### config.mk
export PLATFORM = sky130hd
export DESIGN_NAME = axis_coincidence_reader
export DESIGN_NICKNAME = d
export VERILOG_FILES = /design/src/rtl/axis_coincidence_reader_pkg.sv /design/src/rtl/axis_coincidence_popcount.sv /design/src/rtl/axis_coincidence_reader.sv
export SDC_FILE = /design/constraint.sdc
export NUM_CORES = 1
export LEC_CHECK = 0
export CAP_MARGIN = 30
export CORE_UTILIZATION = 50
export CTS_CLUSTER_SIZE = 12
export DETAILED_ROUTE_END_ITERATION = 10
export HOLD_SLACK_MARGIN = 0.03
export PLACE_DENSITY = 0.76
export SYNTH_ARGS = -nofsm -noshare
export SYNTH_HDL_FRONTEND = slang
export SYNTH_HIERARCHICAL = 1
export SYNTH_SLANG_ARGS = --single-unit
### constraint.sdc
create_clock -name aclk -period 3.4 [get_ports aclk]
set_input_delay 0.85 -clock aclk [delete_from_list [all_inputs] [get_ports aclk]]
set_output_delay 0.85 -clock aclk [all_outputs]
set_load 0.005 [all_outputs]
### src/rtl/axis_coincidence_reader_pkg.sv
// rtl/axis_coincidence_reader_pkg.sv - shared helpers for the coincidence reader family
package axis_coincidence_reader_pkg;

    // Status counters stick at all-ones instead of wrapping back to zero
    function automatic logic [31:0] sat_inc32(input logic [31:0] value);
        return (value == 32'hFFFF_FFFF) ? value : value + 32'd1;
    endfunction

endpackage

### src/rtl/axis_coincidence_popcount.sv
// rtl/axis_coincidence_popcount.sv - group-OR of a hit pattern followed by a popcount of the groups
module axis_coincidence_popcount #(
    parameter int DET_WIDTH = 64,
    parameter int GROUPS    = 4
) (
    input  logic [DET_WIDTH-1:0]          pattern,
    output logic [$clog2(GROUPS+1)-1:0]   active_groups
);
    localparam int GW = DET_WIDTH / GROUPS;
    localparam int SW = $clog2(GROUPS + 1);

    logic [GROUPS-1:0] group_hit;

    // A group is active when any of its GW contiguous channels fired
    always_comb begin
        group_hit = '0;
        for (int g = 0; g < GROUPS; g++) begin
            group_hit[g] = |pattern[g*GW +: GW];
        end
    end

    // Count active groups
    always_comb begin
        active_groups = '0;
        for (int g = 0; g < GROUPS; g++) begin
            active_groups = active_groups + SW'(group_hit[g]);
        end
    end

endmodule

### src/rtl/axis_coincidence_reader.sv
// rtl/axis_coincidence_reader.sv - coincidence window, group level check and AXI-Stream event output
module axis_coincidence_reader #(
    parameter int DET_WIDTH  = 64,
    parameter int GROUPS     = 4,
    parameter int TIME_WIDTH = 64,
    parameter int CNTR_WIDTH = 8
) (
    input  logic                            aclk,
    input  logic                            aresetn,
    input  logic [DET_WIDTH-1:0]            det_data,
    input  logic [CNTR_WIDTH-1:0]           cfg_window,
    input  logic [$clog2(GROUPS+1)-1:0]     cfg_level,
    input  logic [CNTR_WIDTH-1:0]           cfg_dead,
    output logic [TIME_WIDTH+DET_WIDTH-1:0] m_axis_tdata,
    output logic                            m_axis_tvalid,
    input  logic                            m_axis_tready,
    output logic [31:0]                     sts_sent,
    output logic [31:0]                     sts_rejected
);
    import axis_coincidence_reader_pkg::*;

    localparam int SW = $clog2(GROUPS + 1);

    typedef enum logic [2:0] {
        S_IDLE,
        S_ACCUM,
        S_EVAL,
        S_DECIDE,
        S_SEND,
        S_DEAD
    } state_t;

    state_t                  state;
    state_t                  state_nxt;
    logic [TIME_WIDTH-1:0]   timestamp;
    logic [TIME_WIDTH-1:0]   ts_r;
    logic [DET_WIDTH-1:0]    pattern;
    logic [CNTR_WIDTH-1:0]   cnt;
    logic [SW-1:0]           group_count;
    logic [SW-1:0]           sum_r;
    logic                    accept;
    logic                    handshake;

    axis_coincidence_popcount #(
        .DET_WIDTH (DET_WIDTH),
        .GROUPS    (GROUPS)
    ) u_popcount (
        .pattern       (pattern),
        .active_groups (group_count)
    );

    // Free-running timestamp, never stalls
    always_ff @(posedge aclk) begin
        if (!aresetn) begin
            timestamp <= '0;
        end else begin
            timestamp <= timestamp + 1'b1;
        end
    end

    // State register
    always_ff @(posedge aclk) begin
        if (!aresetn) begin
            state <= S_IDLE;
        end else begin
            state <= state_nxt;
        end
    end

    // Next-state and decision strobes
    always_comb begin
        state_nxt = state;
        accept    = 1'b0;
        handshake = 1'b0;
        case (state)
            S_IDLE: begin
                if (|det_data) begin
                    state_nxt = S_ACCUM;
                end
            end
            S_ACCUM: begin
                if (cnt >= cfg_window) begin
                    state_nxt = S_EVAL;
                end
            end
            S_EVAL: begin
                state_nxt = S_DECIDE;
            end
            S_DECIDE: begin
                accept = (sum_r >= cfg_level);
                if (accept) begin
                    state_nxt = S_SEND;
                end else begin
                    state_nxt = (cfg_dead == '0) ? S_IDLE : S_DEAD;
                end
            end
            S_SEND: begin
                handshake = m_axis_tready;
                if (m_axis_tready) begin
                    state_nxt = (cfg_dead == '0) ? S_IDLE : S_DEAD;
                end
            end
            S_DEAD: begin
                if (cnt >= cfg_dead) begin
                    state_nxt = S_IDLE;
                end
            end
            default: begin
                state_nxt = S_IDLE;
            end
        endcase
    end

    // Pattern accumulation, counters, output register and status
    always_ff @(posedge aclk) begin
        if (!aresetn) begin
            ts_r          <= '0;
            pattern       <= '0;
            cnt           <= '0;
            sum_r         <= '0;
            m_axis_tdata  <= '0;
            m_axis_tvalid <= 1'b0;
            sts_sent      <= '0;
            sts_rejected  <= '0;
        end else begin
            case (state)
                S_IDLE: begin
                    pattern <= det_data;
                    cnt     <= '0;
                    if (|det_data) begin
                        ts_r <= timestamp;
                    end
                end
                S_ACCUM: begin
                    pattern <= pattern | det_data;
                    cnt     <= cnt + 1'b1;
                end
                S_EVAL: begin
                    sum_r <= group_count;
                end
                S_DECIDE: begin
                    if (accept) begin
                        m_axis_tdata  <= {ts_r, pattern};
                        m_axis_tvalid <= 1'b1;
                    end else begin
                        sts_rejected <= sat_inc32(sts_rejected);
                        cnt          <= CNTR_WIDTH'(1);
                    end
                end
                S_SEND: begin
                    if (handshake) begin
                        m_axis_tvalid <= 1'b0;
                        sts_sent      <= sat_inc32(sts_sent);
                        cnt           <= CNTR_WIDTH'(1);
                    end
                end
                S_DEAD: begin
                    cnt <= cnt + 1'b1;
                end
                default: begin
                    cnt <= '0;
                end
            endcase
        end
    end

endmodule
==> run_results.csv <==
group,metric,value,unit
status,outcome,"finished clean",
worst_setup_path,cp_data_required_time,3.80,ns
die,die_area,0.0331,mm^2
logic_synthesis,yosys_warnings,6,
global_routing,grt-ovfl-total,0,
die,core,0.0317,mm^2
global_routing,antenna_found_initial,0,
placed_design,hpwl,28600,um
sta,fmax,362,MHz
logic_synthesis,synthTopCellsByArea,"dfxtp_1 49%, nand2_1 7.4%, nor2_1 6.2%",
global_routing,grt_max_degree,88,
sta,finalCriticalPeriod,2.76,ns
die,placementRows,65,
drt,ant_nets,0,
power,p_per_area,568,mW/mm^2
logic_synthesis,syn_avg_cell_area,8.57,um^2
placed_design,gp_congestion,0.928,
sta,worstMarginPinSlew,0.717,ns
drt,firstDrtPassIters,5,
logic_synthesis,ys_seq_area_share,49.4,%
layout,drive_gt1_share,5.79,%
die,die_width,182,um
clocking,htreeDepth,2,
sta,rsz0062_at_grt,"no",
logic_synthesis,synth.area.mux_share,4.14,%
layout,utilization,65.5,%
clocking,ctsResizeCount,0,
global_routing,grt_pass1_wl,66800,um
sta,fin_ws,0.639,ns
sta,setup_tns,0,ns
logic_synthesis,synth_fa_ha_area_share,2.06,%
sta,hold_viol_final,0,
worst_setup_path,cp_data_arrival_time,3.16,ns
clocking,clockBufferDepth,3,
global_routing,grt_usage,24.4,%
worst_setup_path,end_kind,"register",
power,ir_worst_vdd,0.427,mV
sta,fin_skew,0.0188,ns
clocking,cts_hold_buf,0,
logic_synthesis,ys_top_cells_by_count,"399 x dfxtp_1, 320 x nand2_1, 267 x nor2_1",
clocking,worstSkewPairLatency,0.52,ns
clocking,post_cts_buffers,0,
clocking,cts.sink_count,399,
die,ios,279,
layout,nNetsFinal,2250,
min_path,hold_class,"register to register",
logic_synthesis,synth-xor-area-share,5.79,%
die,initial_core_util,51.0,%
placed_design,pre_cts_ws,0.167,ns
drt,remaining_drc_errors,0,
logic_synthesis,synth_edf_count,0,
logic_synthesis,yosysTopAreaCellShare,49.4,%
placed_design,port-buffer-count,278,
sta,setup_viol,0,
logic_synthesis,mappedNetlistNets,2001,
sta,final-max-slew-violation-count,0,
drt,wl_per_cell,16.1,um
drt,wirelength,41200,um
layout,antenna_cells,0,
clocking,root_buffer,"clkbuf_16",
clocking,cts.reportedPaths.clkPinSlew,0.06,ns
clocking,cts_tree,"done",
logic_synthesis,synth_seq_cells,399,
sta,min_period_over_period,81.2,%
sta,slew_headroom,52.1,%
power,finalPower,11.8,mW
die,die_h,182,um
layout,n_fill_cell,2586,
logic_synthesis,synth.distinct_cells,55,
logic_synthesis,synthCells,1889,
drt,vias,14200,
drt,drt_iter0_markers,892,
logic_synthesis,yosys_most_used_dff,"dfxtp_1",
worst_setup_path,start_kind,"input port",
logic_synthesis,synth_async_sr_flop_share,0,%
job,max-cap-violations,0,
drt,via_per_inst,5.54,
logic_synthesis,yosys.area.top_type,"dfxtp_1",
logic_synthesis,synth_top_family_by_area,"simple AND/OR/NAND/NOR gates",
layout,area_delta_synth_final,28.4,%
worst_setup_path,path_class,"input port to register",
logic_synthesis,synthSimpleGateAreaFrac,25.4,%
global_routing,first_global_vias,13300,
logic_synthesis,synth_area,0.0162,mm^2
logic_synthesis,synth_compound_area_share,9.85,%
logic_synthesis,synth_most_common_cell,"dfxtp_1",
power,p_leak,7.36,nW
worst_setup_path,path_max_fanout,7,
clocking,cts_buffers,42,
==> worst max-delay path: stages <==
cell and delay [ns]:
clkdlybuf4s50_1 0.46, inv_1 0.04, ha_1 0.29, a21oi_1 0.24, o2111ai_1 0.26, buf_4 0.26, a31oi_1 0.21, buf_4 0.20
nand4_1 0.11, xor2_1 0.17, nor2_1 0.06
==> layout by cell type (no fill, tap or decap), drive strengths merged, types with 3 or more instances in the layout <==
cell type	instances
dfxtp	399
nor4	49
nand2b	3
nand2	320
clkbuf	59
nand3	50
clkinv	4
a22oi	64
inv	37
and3	19
xnor2	64
o21ai	31
mux2i	67
clkdlybuf4s50	278
a211oi	6
xor2	43
nor2	267
or4	4
nor2b	6
or2	5
o211ai	3
a21oi	160
nor3	42
ha	25
buf	33
or3	22
nand4	52
and2	11
and4	14
==> registers in the layout, indices dropped and copies added, names as in the netlist <==
signal and cells:
cnt 8, m_axis_tdata 128, m_axis_tvalid 1, pattern 64
state 3, sts_rejected 32, sts_sent 32, sum_r 3
timestamp 64, ts_r 64
==> kinds of logic (layout without fill, tap and decap cells) <==
kind of cell,count (synthesis),in the layout
compound gates,275,275
xor+xnor,107,107
fa+ha+maj,26,26
buf+inv,142,413
flops,399,399
mux,67,67
simple gates,873,873
==> where the power goes <==
| group | internal, mW | leakage (nW) | switching (mW) |
|---|---|---|---|
| Clock | 2.58 | 0.633 | 1.78 |
| Sequential | 4.98 | 3.23 | 0.335 |
| Combinational | 0.907 | 3.50 | 1.22 |
==> layout make-up <==
type	count	area [um^2]	area share, %
Clock inverter	7	92.6	0.446
Sequential cell	399	7990	38.5
Clock buffer	59	1200	5.76
Multi-Input combinational cell	1348	7680	37.0
Tap cell	402	503	2.42
Inverter	36	143	0.687
Timing Repair Buffer	311	3170	15.3
==> worst paths after layout <==
path,start,end,slack [ns],cells after the start
min,ts_r[55],m_axis_tdata[119],0.44,2
max reg2reg,sts_sent[0],sts_sent[20],0.90,6
min reg2reg,ts_r[55],m_axis_tdata[119],0.44,2
max,cfg_level[2],sts_rejected[5],0.64,11
==> metal layers <==
metal	share of wire, %	wire length (um)	track usage [%]	vias to the layer above
met2	47	19500	41.1	457
met1	43	17600	30.5	6688
met5	0	0	0	-
met3	6.9	2860	5.35	86
met4	3.2	1320	9.11	0
li1	-	-	-	6962
==> per-stage QoR <==
step           area, um^2  hold WS [ns]  cells
5_1_grt             20800         0.470   2562
3_3_place_gp        19500         0.440   2496
3_5_place_dp        19500         0.447   2496
4_1_cts             20800         0.448   2562
6_report            20800         0.442   2562
2_1_floorplan       16200         0.431   1889
Power figures use the tool's default switching activity.
